$ cat src/rtl/pixel_stream_packer.sv
// pixel_stream_packer
//   Packs a stream of PIX_W-bit pixels into LANES-wide output words. An image
//   is IMG_PIXELS pixels long; its final word may be partial, with unused lanes
//   zeroed and out_lanes giving the valid count. Pixel 0 of an image is flagged
//   with out_sof, pixel IMG_PIXELS-1 with out_last.
//
//   Optional feature macro: PACKER_IMG_COUNT_EN
//     When defined, adds the 16-bit output img_count, which counts consumed
//     words carrying out_last and wraps from 65535 to 0.
//
// Ports
//   clk        in   single clock, rising edge
//   rst        in   asynchronous active-high reset
//   in_data    in   pixel value (PIX_W bits)
//   in_valid   in   pixel present
//   in_ready   out  pixel accepted when in_valid && in_ready
//   in_abort   in   drop the image in progress (pixel in that cycle ignored)
//   out_data   out  packed word, lane k at [k*PIX_W +: PIX_W]
//   out_valid  out  word present
//   out_ready  in   word consumed when out_valid && out_ready
//   out_sof    out  word holds pixel 0 of an image
//   out_last   out  word holds the last pixel of an image
//   out_lanes  out  number of valid lanes in the word
//   img_count  out  completed-image counter (PACKER_IMG_COUNT_EN only)
module pixel_stream_packer #(
  parameter int unsigned PIX_W      = 1,
  parameter int unsigned LANES      = 8,
  parameter int unsigned IMG_PIXELS = 784
) (
  input  logic                       clk,
  input  logic                       rst,
  input  logic [PIX_W-1:0]           in_data,
  input  logic                       in_valid,
  output logic                       in_ready,
  input  logic                       in_abort,
  output logic [LANES*PIX_W-1:0]     out_data,
  output logic                       out_valid,
  input  logic                       out_ready,
  output logic                       out_sof,
  output logic                       out_last,
`ifdef PACKER_IMG_COUNT_EN
  output logic [15:0]                img_count,
`endif
  output logic [$clog2(LANES):0]     out_lanes
);

  localparam int unsigned LW = $clog2(LANES) + 1;
  localparam int unsigned DW = LANES * PIX_W;

  typedef enum logic [0:0] {StIdle, StFill} state_e;

  state_e          r_state;
  logic [15:0]     r_pix_idx;
  logic [LW-1:0]   r_lane;
  logic [DW-1:0]   r_pack;

  logic            w_accept;
  logic            w_consume;
  logic            w_last_pix;
  logic            w_word_full;
  logic            w_complete;
  logic            w_word_sof;
  logic [DW-1:0]   w_pack_next;

  // A new pixel can be taken whenever the output register is free or is being
  // drained this cycle; this is what gives back-to-back words with no bubble.
  assign in_ready    = !(out_valid && !out_ready);
  assign w_accept    = in_valid && in_ready && !in_abort;
  assign w_consume   = out_valid && out_ready;
  assign w_last_pix  = (r_pix_idx == 16'(IMG_PIXELS - 1));
  assign w_word_full = (r_lane == LW'(LANES - 1));
  assign w_complete  = w_word_full || w_last_pix;
  // The word under construction started at pixel index r_pix_idx - r_lane.
  assign w_word_sof  = (r_state == StIdle) || (r_pix_idx == 16'(r_lane));

  // Insert the incoming pixel into its lane; lanes not yet written stay zero
  // because r_pack is cleared after every emitted word.
  always_comb begin
    w_pack_next = r_pack;
    for (int unsigned k = 0; k < LANES; k++) begin
      if (r_lane == LW'(k)) begin
        w_pack_next[k*PIX_W +: PIX_W] = in_data;
      end
    end
  end

  always_ff @(posedge clk or posedge rst) begin
    if (rst) begin
      r_state   <= StIdle;
      r_pix_idx <= '0;
      r_lane    <= '0;
      r_pack    <= '0;
      out_data  <= '0;
      out_valid <= 1'b0;
      out_sof   <= 1'b0;
      out_last  <= 1'b0;
      out_lanes <= '0;
`ifdef PACKER_IMG_COUNT_EN
      img_count <= '0;
`endif
    end else begin
      if (w_consume) begin
        out_valid <= 1'b0;
      end
`ifdef PACKER_IMG_COUNT_EN
      if (w_consume && out_last) begin
        img_count <= img_count + 16'd1;
      end
`endif
      // Abort only clears the packing side; a word already in the output
      // register stays there until consumed.
      if (in_abort) begin
        r_state   <= StIdle;
        r_pix_idx <= '0;
        r_lane    <= '0;
        r_pack    <= '0;
      end else if (w_accept) begin
        if (w_complete) begin
          out_data  <= w_pack_next;
          out_valid <= 1'b1;
          out_sof   <= w_word_sof;
          out_last  <= w_last_pix;
          out_lanes <= r_lane + LW'(1);
          r_pack    <= '0;
          r_lane    <= '0;
        end else begin
          r_pack    <= w_pack_next;
          r_lane    <= r_lane + LW'(1);
        end
        if (w_last_pix) begin
          r_state   <= StIdle;
          r_pix_idx <= '0;
        end else begin
          r_state   <= StFill;
          r_pix_idx <= r_pix_idx + 16'd1;
        end
      end
    end
  end

endmodule
$ cat config.mk
export PLATFORM = sky130hd
export DESIGN_NAME = pixel_stream_packer
export DESIGN_NICKNAME = d
export VERILOG_FILES = /design/src/rtl/pixel_stream_packer.sv
export SDC_FILE = /design/constraint.sdc
export NUM_CORES = 1
export LEC_CHECK = 0
export BUFFER_PORTS_ARGS = -buffer_cell sky130_fd_sc_hd__buf_2
export CAP_MARGIN = 15
export CORE_UTILIZATION = 52
export DETAILED_ROUTE_END_ITERATION = 16
export GPL_TIMING_DRIVEN = 0
export PLACE_DENSITY = 0.71
export SLEW_MARGIN = 20
export SYNTH_ARGS = -nofsm -noshare
export SYNTH_HDL_FRONTEND = slang
export SYNTH_SLANG_ARGS = --single-unit
$ cat constraint.sdc
create_clock -name clk -period 2.8 [get_ports clk]
set_clock_uncertainty 0.2 [all_clocks]
set_input_delay 0.14 -clock clk [delete_from_list [all_inputs] [get_ports clk]]
set_output_delay 0.14 -clock clk [all_outputs]
set_load 0.005 [all_outputs]
# Yosys cells after proc, flatten, opt, wreduce, memory -nomap -nowiden
# Index checks and enable logic that the tools add are counted.
# classes
n_addsub	2
n_eq_ne	9
n_mux	24
n_bitwise	2
n_reduce_logical	12
# op_table
op	count
16-bit 2-to-1 mux	3
8-bit 2-to-1 mux	3
16-bit by 1-bit adder with 16-bit output (second input constant)	1
16-bit by 10-bit == test with 1-bit output (second input constant)	1
16-bit by 4-bit == test with 1-bit output	1
4-bit by 3-bit == test with 1-bit output (second input constant)	4
1-bit 2-to-1 mux	15
4-bit 2-to-1 mux	3
4-bit by 2-bit == test with 1-bit output (second input constant)	2
4-bit by 1-bit adder with 4-bit output (second input constant)	1
4-bit by 1-bit == test with 1-bit output (second input constant)	1
1-bit logical AND	4
4-bit logical NOT	1
1-bit logical NOT	3
3-bit AND reduction	1
1-bit logical OR	2
1-bit inverter	2
2-bit nonzero test	1
# word_totals
register_bits	44
inputBits	6
elab_cells	58

# Longest topological paths before layout
# Gate-level depths: netlist of run 1.
# logic_depth
depth_word	7
mapped_depth	7

# Least setup slack after synthesis of run 1
# No wires, ideal clock.
# synth_timing
kind	reg-to-reg
from	register r_pix_idx[0]
to	register out_data[5]
setup_time_ps	125
arrival_ps	1783
t_required_ps	2475
setup_slack_ps	692
stages_incl_launch_ff	8
path_buffers	2
cell_sequence	dfrtp_1 ha_1 and3_1 buf_2 nand4_4 a21oi_4 buf_12 mux2_4
# synth_between
elab_chain_len	3
# synth_rtl
item	line_no	text
start, declared	53	logic [15:0] r_pix_idx;
start signal, assigned	135	r_pix_idx <= r_pix_idx + 16'd1;
16-bit by 10-bit == test with 1-bit output	70	assign w_last_pix = (r_pix_idx == 16'(IMG_PIXELS - 1));
1-bit logical OR	72	assign w_complete = w_word_full || w_last_pix;
3-bit AND reduction (no line)	n/a	
end signal, assigned	119	out_data <= w_pack_next;
end, declared	36	output logic [LANES*PIX_W-1:0] out_data,
# Every way passes these cells.
# A chain may end at the register's enable or synchronous reset.

# Worst setup path after layout of run 1
# layout_timing
from	register r_pix_idx[0]
to	register out_lanes[0]
# layout_between
elab_chain_len	3
# layout_rtl
item	line_no	text
16-bit by 10-bit == test with 1-bit output	70	
1-bit logical OR	72	
3-bit AND reduction (no line)	n/a	
end signal, assigned	123	out_lanes <= r_lane + LW'(1);
end, declared	44	output logic [$clog2(LANES):0] out_lanes
# Every way passes these cells.

==> results.sh, run 1 <==
export IMPL_synth_flop_cell="dfrtp_1"
export IMPL_clock_latency_ns=0.30
export IMPL_startpoint_type="flop"
export IMPL_syn_cell_area_mm2=0.002504
export IMPL_path_max_fanout=10
export IMPL_drive_above_1_share_pct=28.40
export IMPL_cts_tree="built"
export IMPL_cts_buffers=5
export IMPL_crit_path_start="r_pix_idx[0]$_DFFE_PP0P_"
export IMPL_nets=268
export IMPL_postCtsHoldBufs=2
export IMPL_gp_congestion=0.8999
export IMPL_p_per_area_mw_per_mm2=461.3
export IMPL_final_cells=309
export IMPL_pin_count=22
export IMPL_seq_area_mm2=0.001101
export IMPL_yosysSeqAreaShare_pct=43.98
export IMPL_violations="DRC"
export IMPL_overflow=0
export IMPL_synthDistinctLibCells=52
export IMPL_setup_viol=0
export IMPL_antenna_cells=0
export IMPL_crit_type="reg2reg"
export IMPL_drt_iter0_drc=136
export IMPL_hold_class="in2reg"
export IMPL_post_cts_buffers=0
export IMPL_grt_use_total_pct=24.26
export IMPL_max_clock_path_buffers=2
export IMPL_end_kind="flop"
export IMPL_status="complete, but fails checks"
export IMPL_yosys_warnings=0
export IMPL_rsz0062_at_grt="no"
export IMPL_wirelength_um=5637
export IMPL_utilization_pct=62.39
export IMPL_max_slew_margin_pct=55.93
export IMPL_worstMarginPinSlew_ns=0.6574
export IMPL_grt_pass1_wl_um=9370
export IMPL_cellLeakagePower_nw=1.350
export IMPL_grt_pass1_vias=1845
export IMPL_syn_inst=226
export IMPL_area_delta_synth_final_pct=12.24
export IMPL_reg2reg_from="r_pix_idx[0]$_DFFE_PP0P_"
export IMPL_timing_final_crit_share_pct=87.00
export IMPL_worstPathArrival_ns=2.42
export IMPL_die_y_um=71.39
export IMPL_rows=24
export IMPL_ys_ff_latch=44
export IMPL_drcViolationCount=1
export IMPL_design_die_area_mm2=0.005097
export IMPL_fp_dieW_um=71.39
export IMPL_final_area_mm2=0.002810
export IMPL_synth_edf_count=0
export IMPL_htree_levels=2
export IMPL_ctsResizeCount=0
export IMPL_ys_async_sr_fraction_pct=100.0
export IMPL_coreArea_mm2=0.004504
export IMPL_synth_area_per_cell_um2=11.08
export IMPL_hold_viol=0
export IMPL_viasPerCell=6.366
export IMPL_fmax_ghz=0.4105
export IMPL_max_cap_viol_count=0
export IMPL_clkTransAtPathRegs_ns=0.08
export IMPL_required_ns=2.78
export IMPL_dpl_cell_count=300
export IMPL_hpwl_um=3901
export IMPL_vdd_drop_max_uv=309.0
export IMPL_period_needed_ns=2.436
export IMPL_n_fill_cell=389
export IMPL_cts_sinks=44
export IMPL_ant_nets=0
export IMPL_antenna_found_initial=0
export IMPL_first_pass_iters=10
export IMPL_wl_per_cell_um=18.24
export IMPL_setup_tns_ns=0
export IMPL_slew_viol_final=0
export IMPL_vias=1967
export IMPL_hp_start="in_valid"
export IMPL_syn_nets=237
export IMPL_grt_max_degree=34
export IMPL_total_power_mw=1.296
export IMPL_place_area_mm2=0.002694
export IMPL_cts_root_buf="clkbuf_8"
export IMPL_initial_core_util_pct=55.58
export IMPL_multi_input_area_mm2=0.001287
export IMPL_io_buffer_count=21
flip-flops by register name (all words and copies together) (netlist names):
signal,flops
r_pix_idx,16
out_sof,1
r_pack,8
r_state,1
out_valid,1
r_lane,4
out_last,1
out_lanes,4
out_data,8
logic make-up after synthesis:
logic type      count (synthesis)  share of synthesized area (%)
compound gates                 52                          16.84
xor+xnor                        9                          3.149
fa+ha+maj                       5                          2.499
buf+inv                        22                          4.598
flops                          44                          43.98
mux                            21                          10.64
simple gates                   73                          18.29
per-layer routing:
metal,vias to the layer above,GRT usage [%],routed length (um)
met3,8,4.923,295
li1,920,-,-
met4,0,9.111,87
met1,971,35.67,2713
met5,-,0,0
met2,68,35.45,2542
path summary, 6_finish.rpt:
| check | endpoint | slack (ns) | cells after the start |
|---|---|---|---|
| min in group asynchronous | r_pix_idx[14]$_DFFE_PP0P_ | 0.11 | 3 |
| max in group asynchronous | r_pack[1]$_DFFE_PP0P_ | 1.82 | 4 |
| worst min register to register | r_state$_DFFE_PP0P_ | 0.28 | 2 |
| worst max-delay path | out_lanes[0]$_DFFE_PP0P_ | 0.36 | 7 |
| worst min-delay path | r_pix_idx[2]$_DFFE_PP0P_ | 0.05 | 4 |
| worst max register to register | out_lanes[0]$_DFFE_PP0P_ | 0.36 | 7 |
cell usage after synthesis, drive strengths merged (2+ instances only):
master	n	area share (%)
a21o	2	0.60
o41ai	4	1.4
nand2	14	2.1
a21oi	2	1.0
dfrtp	44	44
and3	3	0.75
nor3	3	0.80
clkbuf	6	0.95
and4	3	1.0
nand3	7	1.4
inv	8	1.2
a32o	6	2.4
and2	4	1.0
xor2	7	2.4
or3	3	0.75
a41o	3	1.2
xnor2	2	0.70
a31oi	10	2.5
nand4	9	2.8
nand2b	3	0.75
or2	2	0.50
nor2	8	1.2
o21ai	5	1.0
o311ai	2	0.70
o31ai	2	0.60
mux2	21	11
buf	8	2.4
nor2b	4	1.0
nor4	6	2.7
ha	5	2.5
a22o	5	1.7
a31o	4	1.4
cell type report:
cell class                      count  share of cell area (%)
Inverter                            8                   1.069
Tap cell                           52                   2.315
Multi-Input combinational cell    160                   45.81
Buffer                             14                   3.028
Sequential cell                    44                   39.18
Timing Repair Buffer               24                   5.165
Clock buffer                        7                   3.428
placed cells by master, fill, tap and decap left out, types with 5 or more instances in the layout:
master / n
a22o_1: 5
a31oi_1: 10
a32o_1: 6
buf_2: 27
clkbuf_1: 5
clkbuf_8: 7
dfrtp_1: 44
ha_1: 5
inv_1: 7
mux2_2: 13
mux2_4: 8
nand2_1: 14
nand3_1: 7
nand4_1: 8
nor2_1: 8
o21ai_0: 5
xor2_1: 7
metrics by stage:
step           hold slack [ns]  setup slack [ns]
4_1_cts                0.05181            0.3818
2_1_floorplan         0.006409            0.6918
5_1_grt                0.07985            0.2702
6_report               0.05308            0.3640
3_3_place_gp            0.1499            0.4262
3_5_place_dp          -0.09566            0.4001
report_power, final:
part           internal, mW  switching [mW]
registers             0.655          0.0149
clock network         0.220           0.220
logic                0.0806           0.107
critical path, stage by stage (launching register included):
cell	delay [ns]
dfrtp_1	0.48
ha_1	0.24
and3_1	0.16
buf_2	0.18
nand4_4	0.20
a21oi_4	0.36
buf_12	0.19
mux2_4	0.30
No activity file was read; power rests on OpenSTA's default activity.
==> run 2: changes to the inputs <==
--- a/config.mk
+++ b/config.mk
@@ -10,7 +10,7 @@
 export CORE_UTILIZATION = 52
 export DETAILED_ROUTE_END_ITERATION = 16
 export GPL_TIMING_DRIVEN = 0
-export PLACE_DENSITY = 0.71
+export PLACE_DENSITY = 0.74
 export SLEW_MARGIN = 20
 export SYNTH_ARGS = -nofsm -noshare
 export SYNTH_HDL_FRONTEND = slang
==> constraint.sdc (replaced) <==
create_clock -name clk -period 2.05 [get_ports clk]
set_clock_uncertainty 0.2 [all_clocks]
set_input_delay 0.1025 -clock clk [delete_from_list [all_inputs] [get_ports clk]]
set_output_delay 0.1025 -clock clk [all_outputs]
set_load 0.005 [all_outputs]
==> run 2 against run 1 <==
- the run ends with setup timing left
- via count up 5.5%
- register-to-register slack got worse by 0.40 ns
- utilization is 7.4 points higher
- critical path depth shrank 1
- highest routed layer unchanged
- sequential power increased by 36%
- global-route usage grew 0.59 points
- power is 50% higher
- die area stayed put
- largest cell class unchanged
- clock power rose by 68%
- critical endpoint is now out_sof$_DFFE_PP0P_
==> results.sh, run 2 (synthesis gave the netlist of run 1 again) <==
export IMPL_fin_ws_ns=-0.03510
export IMPL_grt_max_degree=31
export IMPL_status="complete, but fails checks"
export IMPL_p_per_area_mw_per_mm2=618.2
export IMPL_hold_class="in2reg"
export IMPL_cellLeakagePower_nw=1.486
export IMPL_die_y_um=71.39
export IMPL_violations="setup timing"
export IMPL_drcViolationCount=0
export IMPL_drt_iter0_drc=262
export IMPL_viasPerCell=6.329
export IMPL_antenna_found_initial=0
export IMPL_end_kind="flop"
export IMPL_required_ns=2.04
export IMPL_largestRegisters="r_pix_idx: 16 flops, out_data: 8 flops, r_pack: 8 flops"
export IMPL_htree_levels=2
export IMPL_pin_count=22
export IMPL_worst_path_buf_inv=2
export IMPL_wirelength_um=6286
export IMPL_first_pass_iters=5
export IMPL_total_power_mw=1.945
export IMPL_final_cell_mix="dfrtp_1, buf_2, buf_4"
export IMPL_wl_per_cell_um=19.16
export IMPL_startpoint_type="flop"
export IMPL_cts_root_buf="clkbuf_8"
export IMPL_design_die_area_mm2=0.005097
export IMPL_grt_use_total_pct=24.85
export IMPL_regMostFlops="r_pix_idx"
export IMPL_initial_core_util_pct=55.58
export IMPL_nets=286
export IMPL_crit_top_cell="buf_12"
export IMPL_rows=24
export IMPL_overflow=0
export IMPL_max_cap_viol_count=0
export IMPL_ant_nets=0
export IMPL_setup_viol=13
export IMPL_post_place_ws_ns=-0.2522
export IMPL_max_clock_path_buffers=2
export IMPL_path_delay_family="simple AND/OR/NAND/NOR gates"
export IMPL_area_delta_synth_final_pct=25.64
export IMPL_gp_congestion=0.8784
export IMPL_worstPathArrival_ns=2.08
export IMPL_path_max_fanout=6
export IMPL_cts_buffers=5
export IMPL_coreArea_mm2=0.004504
export IMPL_grt_pass1_vias=1855
export IMPL_hpwl_um=3782
export IMPL_antenna_cells=0
export IMPL_clock_latency_ns=0.30
export IMPL_cp_cell_sequence="nor4_4 -> nand4_4 -> a21oi_4 -> buf_12 -> buf_12 -> mux2_4"
export IMPL_slew_viol_final=0
export IMPL_fp_dieW_um=71.39
export IMPL_rsz0062_at_grt="yes"
export IMPL_cp_slowest_cell="dfrtp_1"
export IMPL_period_needed_ns=2.085
export IMPL_crit_type="reg2reg"
export IMPL_vdd_drop_max_uv=494.0
export IMPL_final_common_cell="dfrtp_1"
export IMPL_hold_viol=0
export IMPL_drive_above_1_share_pct=43.12
export IMPL_max_slew_margin_pct=66.11
export IMPL_largest_reg_flops=16
export IMPL_fmax_ghz=0.4796
export IMPL_io_buffer_count=21
export IMPL_worstMarginPinSlew_ns=0.5068
export IMPL_vias=2076
export IMPL_cpPeakStageDelay_ns=0.44
export IMPL_clkTransAtPathRegs_ns=0.08
export IMPL_grt_pass1_wl_um=9604
export IMPL_cts_sinks=44
export IMPL_cts_tree="built"
export IMPL_timing_final_crit_share_pct=101.7
run 2: power breakdown:
| part | total, mW | internal, mW | switching, mW | leakage (nW) |
|---|---|---|---|---|
| Combinational | 0.292 | 0.129 | 0.162 | 0.827 |
| Sequential | 0.912 | 0.895 | 0.0173 | 0.594 |
| Clock | 0.741 | 0.430 | 0.311 | 0.0645 |
run 2: worst paths after layout:
| path | startpoint | endpoint | slack, ns | cells after the start |
|---|---|---|---|---|
| min in group asynchronous | rst | r_pix_idx[6]$_DFFE_PP0P_ | 0.11 | 3 |
| hold / removal | in_data | out_data[7]$_DFFE_PP0P_ | 0.02 | 3 |
| setup reg to reg | r_pix_idx[15]$_DFFE_PP0P_ | out_sof$_DFFE_PP0P_ | -0.04 | 6 |
| max in group asynchronous | rst | r_pix_idx[1]$_DFFE_PP0P_ | 1.07 | 4 |
| hold reg to reg | r_pack[7]$_DFFE_PP0P_ | r_pack[7]$_DFFE_PP0P_ | 0.30 | 1 |
| setup / recovery | r_pix_idx[15]$_DFFE_PP0P_ | out_sof$_DFFE_PP0P_ | -0.04 | 6 |
run 2: area by class of cell:
cell class | instances | area [um^2]
flip-flops and latches | 44 | 1110
multi-input cells | 160 | 1398
plain buffers | 11 | 85.08
clock buffers | 7 | 96.34
inverters | 8 | 30.03
fillers | 305 | 1359
repair buffers | 45 | 331.6
clock inverters | 1 | 30.03
well taps | 52 | 65.06
run 2: layer usage:
| metal | track usage, % | vias to the layer above | part of all wire, % |
|---|---|---|---|
| met5 | 0 | - | 0 |
| li1 | - | 952 | - |
| met2 | 37.78 | 99 | 45 |
| met4 | 7.111 | 0 | 2.6 |
| met1 | 36.20 | 1006 | 47 |
| met3 | 5.063 | 19 | 6.1 |
run 2: per-stage QoR:
step	util (%)	setup TNS (ns)	hold WS (ns)	cell area (um^2)	std cells
floorplan	-	-0.1578	-0.03109	2512	226
global placement	59.56	-5.954	0.1146	2683	299
detailed placement	60.00	-5.884	-0.1055	2703	300
CTS	67.81	-0.4133	0.009173	3054	321
global route	69.83	-1.180	0.03759	3146	328
finish	69.83	-0.2959	0.01763	3146	328
run 2: timing repair:
action	4_1_cts	5_1_grt
hold buffers	2	0
setup buffers	12	9
hold endpoints to repair	45	0
resized for setup	27	17
endpoints found under the setup margin	41	36
pin swaps	4	5
gates cloned	1	0
run 2: worst register-to-register path, delay by kind of cell, from the launching register on:
kind                   cells  cell delay (ns)
buffers and inverters      2             0.26
AOI/OAI and AO/OA          1             0.22
DFF                        1             0.44
and+or+nand+nor            2             0.58
muxes                      1             0.30
==> run 3: changes to the inputs <==
--- a/config.mk
+++ b/config.mk
@@ -10,6 +10,8 @@
 export CORE_UTILIZATION = 52
 export DETAILED_ROUTE_END_ITERATION = 16
 export GPL_TIMING_DRIVEN = 0
+export HOLD_SLACK_MARGIN = 0.05
+export MAX_ROUTING_LAYER = met4
 export PLACE_DENSITY = 0.74
 export SLEW_MARGIN = 20
 export SYNTH_ARGS = -nofsm -noshare
==> run 3 against run 2 <==
- the flow still finishes with violations (setup timing)
- cell count is 0.61% higher
- worst setup slack improved by 0.0065 ns
- global-route usage rose by 0.80 points
- critical endpoint unchanged
- largest power group unchanged
- highest routed layer unchanged
==> results.sh, run 3 (synthesis gave the netlist of run 1 again) <==
export IMPL_fmax_ghz=0.4811
export IMPL_final_cell_mix="dfrtp_1, buf_2, buf_4"
export IMPL_cts_sinks=44
export IMPL_hold_viol=0
export IMPL_die_y_um=71.39
export IMPL_largest_reg_flops=16
export IMPL_r2r_setup_slack_ns=-0.03
export IMPL_drcViolationCount=0
export IMPL_fin_ws_ns=-0.02859
export IMPL_worstReg2RegEnd="out_sof$_DFFE_PP0P_"
export IMPL_largestRegisters="r_pix_idx: 16 flops, out_data: 8 flops, r_pack: 8 flops"
export IMPL_grt_pass1_wl_um=9611
export IMPL_antenna_found_initial=0
export IMPL_required_ns=2.04
export IMPL_reg2reg_from="r_pix_idx[15]$_DFFE_PP0P_"
export IMPL_viasPerCell=6.182
export IMPL_grt_pass1_vias=1867
export IMPL_cellLeakagePower_nw=1.497
export IMPL_vdd_drop_max_uv=494.8
export IMPL_drt_iter0_drc=216
export IMPL_antenna_cells=0
export IMPL_whs_ns=0.08207
export IMPL_final_area_mm2=0.003166
export IMPL_initial_core_util_pct=55.58
export IMPL_cts_tree="built"
export IMPL_cts_root_buf="clkbuf_8"
export IMPL_dpl_cell_count=300
export IMPL_startpoint_type="flop"
export IMPL_crit_type="reg2reg"
export IMPL_io_buffer_count=21
export IMPL_regMostFlops="r_pix_idx"
export IMPL_cp_cell_sequence="nor4_4 -> nand4_4 -> a21oi_4 -> buf_12 -> buf_12 -> mux2_4"
export IMPL_worstMarginPinSlew_ns=0.4844
export IMPL_grt_use_total_pct=25.65
export IMPL_overflow=0
export IMPL_slew_viol_final=0
export IMPL_htree_levels=2
export IMPL_final_cells=330
export IMPL_rows=24
export IMPL_max_slew_margin_pct=67.60
export IMPL_clkTransAtPathRegs_ns=0.08
export IMPL_rsz0062_at_grt="yes"
export IMPL_hold_end="out_valid$_DFF_PP0_"
export IMPL_gp_congestion=0.8930
export IMPL_fp_dieW_um=71.39
export IMPL_setup_viol=11
export IMPL_ant_nets=0
export IMPL_final_common_cell="dfrtp_1"
export IMPL_worst_path_buf_inv=2
export IMPL_max_cap_viol_count=0
export IMPL_coreArea_mm2=0.004504
export IMPL_max_clock_path_buffers=2
export IMPL_cp_slowest_cell="dfrtp_1"
export IMPL_vias=2040
export IMPL_wl_per_cell_um=19.05
export IMPL_crit_top_cell="buf_12"
export IMPL_hpwl_um=3782
export IMPL_reg2reg_depth=6
export IMPL_hp_start="out_ready"
export IMPL_clock_latency_ns=0.30
export IMPL_nets=288
export IMPL_pin_count=22
export IMPL_status="complete, but fails checks"
export IMPL_violations="setup timing"
export IMPL_wirelength_um=6288
export IMPL_hold_class="in2reg"
export IMPL_total_power_mw=1.946
export IMPL_cpPeakStageDelay_ns=0.44
export IMPL_first_pass_iters=4
export IMPL_path_max_fanout=6
export IMPL_period_needed_ns=2.079
export IMPL_cts_buffers=5
export IMPL_design_die_area_mm2=0.005097
export IMPL_grt_max_degree=31
export IMPL_path_delay_family="simple AND/OR/NAND/NOR gates"
export IMPL_worstPathArrival_ns=2.07
export IMPL_drive_above_1_share_pct=42.81
export IMPL_timing_final_crit_share_pct=101.4
export IMPL_area_delta_synth_final_pct=26.44
export IMPL_hold_depth=3
export IMPL_p_per_area_mw_per_mm2=614.8
export IMPL_place_area_mm2=0.002703
export IMPL_end_kind="flop"
## run 3: cell count changes in the layout (fill, tap and decap cells not counted)
cell / change
dlygate4sd3_1: +2
## run 3: worst max path at each step
stage / cells after the start / slack (ns) / start / to
after floorplan: 7 / -0.02 / r_pix_idx[0]$_DFFE_PP0P_ / out_data[5]$_DFFE_PP0P_
after global placement: 7 / -0.26 / r_pix_idx[0]$_DFFE_PP0P_ / out_lanes[1]$_DFFE_PP0P_
after detailed placement: 7 / -0.25 / r_pix_idx[0]$_DFFE_PP0P_ / out_lanes[1]$_DFFE_PP0P_
after CTS: 6 / -0.05 / r_pix_idx[12]$_DFFE_PP0P_ / out_data[4]$_DFFE_PP0P_
after global routing: 6 / -0.1 / r_pix_idx[12]$_DFFE_PP0P_ / out_data[6]$_DFFE_PP0P_
final: 6 / -0.03 / r_pix_idx[15]$_DFFE_PP0P_ / out_sof$_DFFE_PP0P_
## run 3: area by class of cell
class / instances / area [um^2]
clock inverter: 1 / 30.03
tap: 52 / 65.06
timing repair buffer: 47 / 351.6
sequential: 44 / 1110
multi-input combinational: 160 / 1398
inverter: 8 / 30.03
fill: 301 / 1339
buffer: 11 / 85.08
clock buffer: 7 / 96.34
## run 3: per-layer routing
metal	part of all wire [%]	up-vias	GRT usage [%]
met5	0	-	-
met4	1.4	0	7.111
met3	5.7	12	5.063
met2	46	84	37.57
met1	47	990	36.47
li1	-	954	-
## run 3: report_power, final
part	switching, mW	leakage, nW	internal (mW)
logic	0.161	0.838	0.131
registers	0.0173	0.594	0.895
clock network	0.312	0.0645	0.430
total	0.490	1.50	1.46
## run 3: stage by stage
stage          TNS, ns  utilization (%)  worst slack [ns]
4_1_cts        -0.4133            68.25          -0.04612
5_1_grt         -1.186            70.28          -0.09641
2_1_floorplan  -0.1578                -          -0.01972
3_3_place_gp    -5.954            59.56           -0.2647
6_report       -0.2123            70.28          -0.02859
3_5_place_dp    -5.884            60.00           -0.2522
## run 3: tightest hold or removal path, stage by stage
cell     delay, ns
buf_2         0.08
nor2b_2       0.06
or2_2         0.29
## run 3: repair_timing
item,in CTS,in global routing
cloned,1,0
resized for setup,27,17
endpoints found under the hold margin,49,0
setup endpoints to repair,41,36
hold buffers,4,0
pin swaps,4,5
buffers inserted,12,9
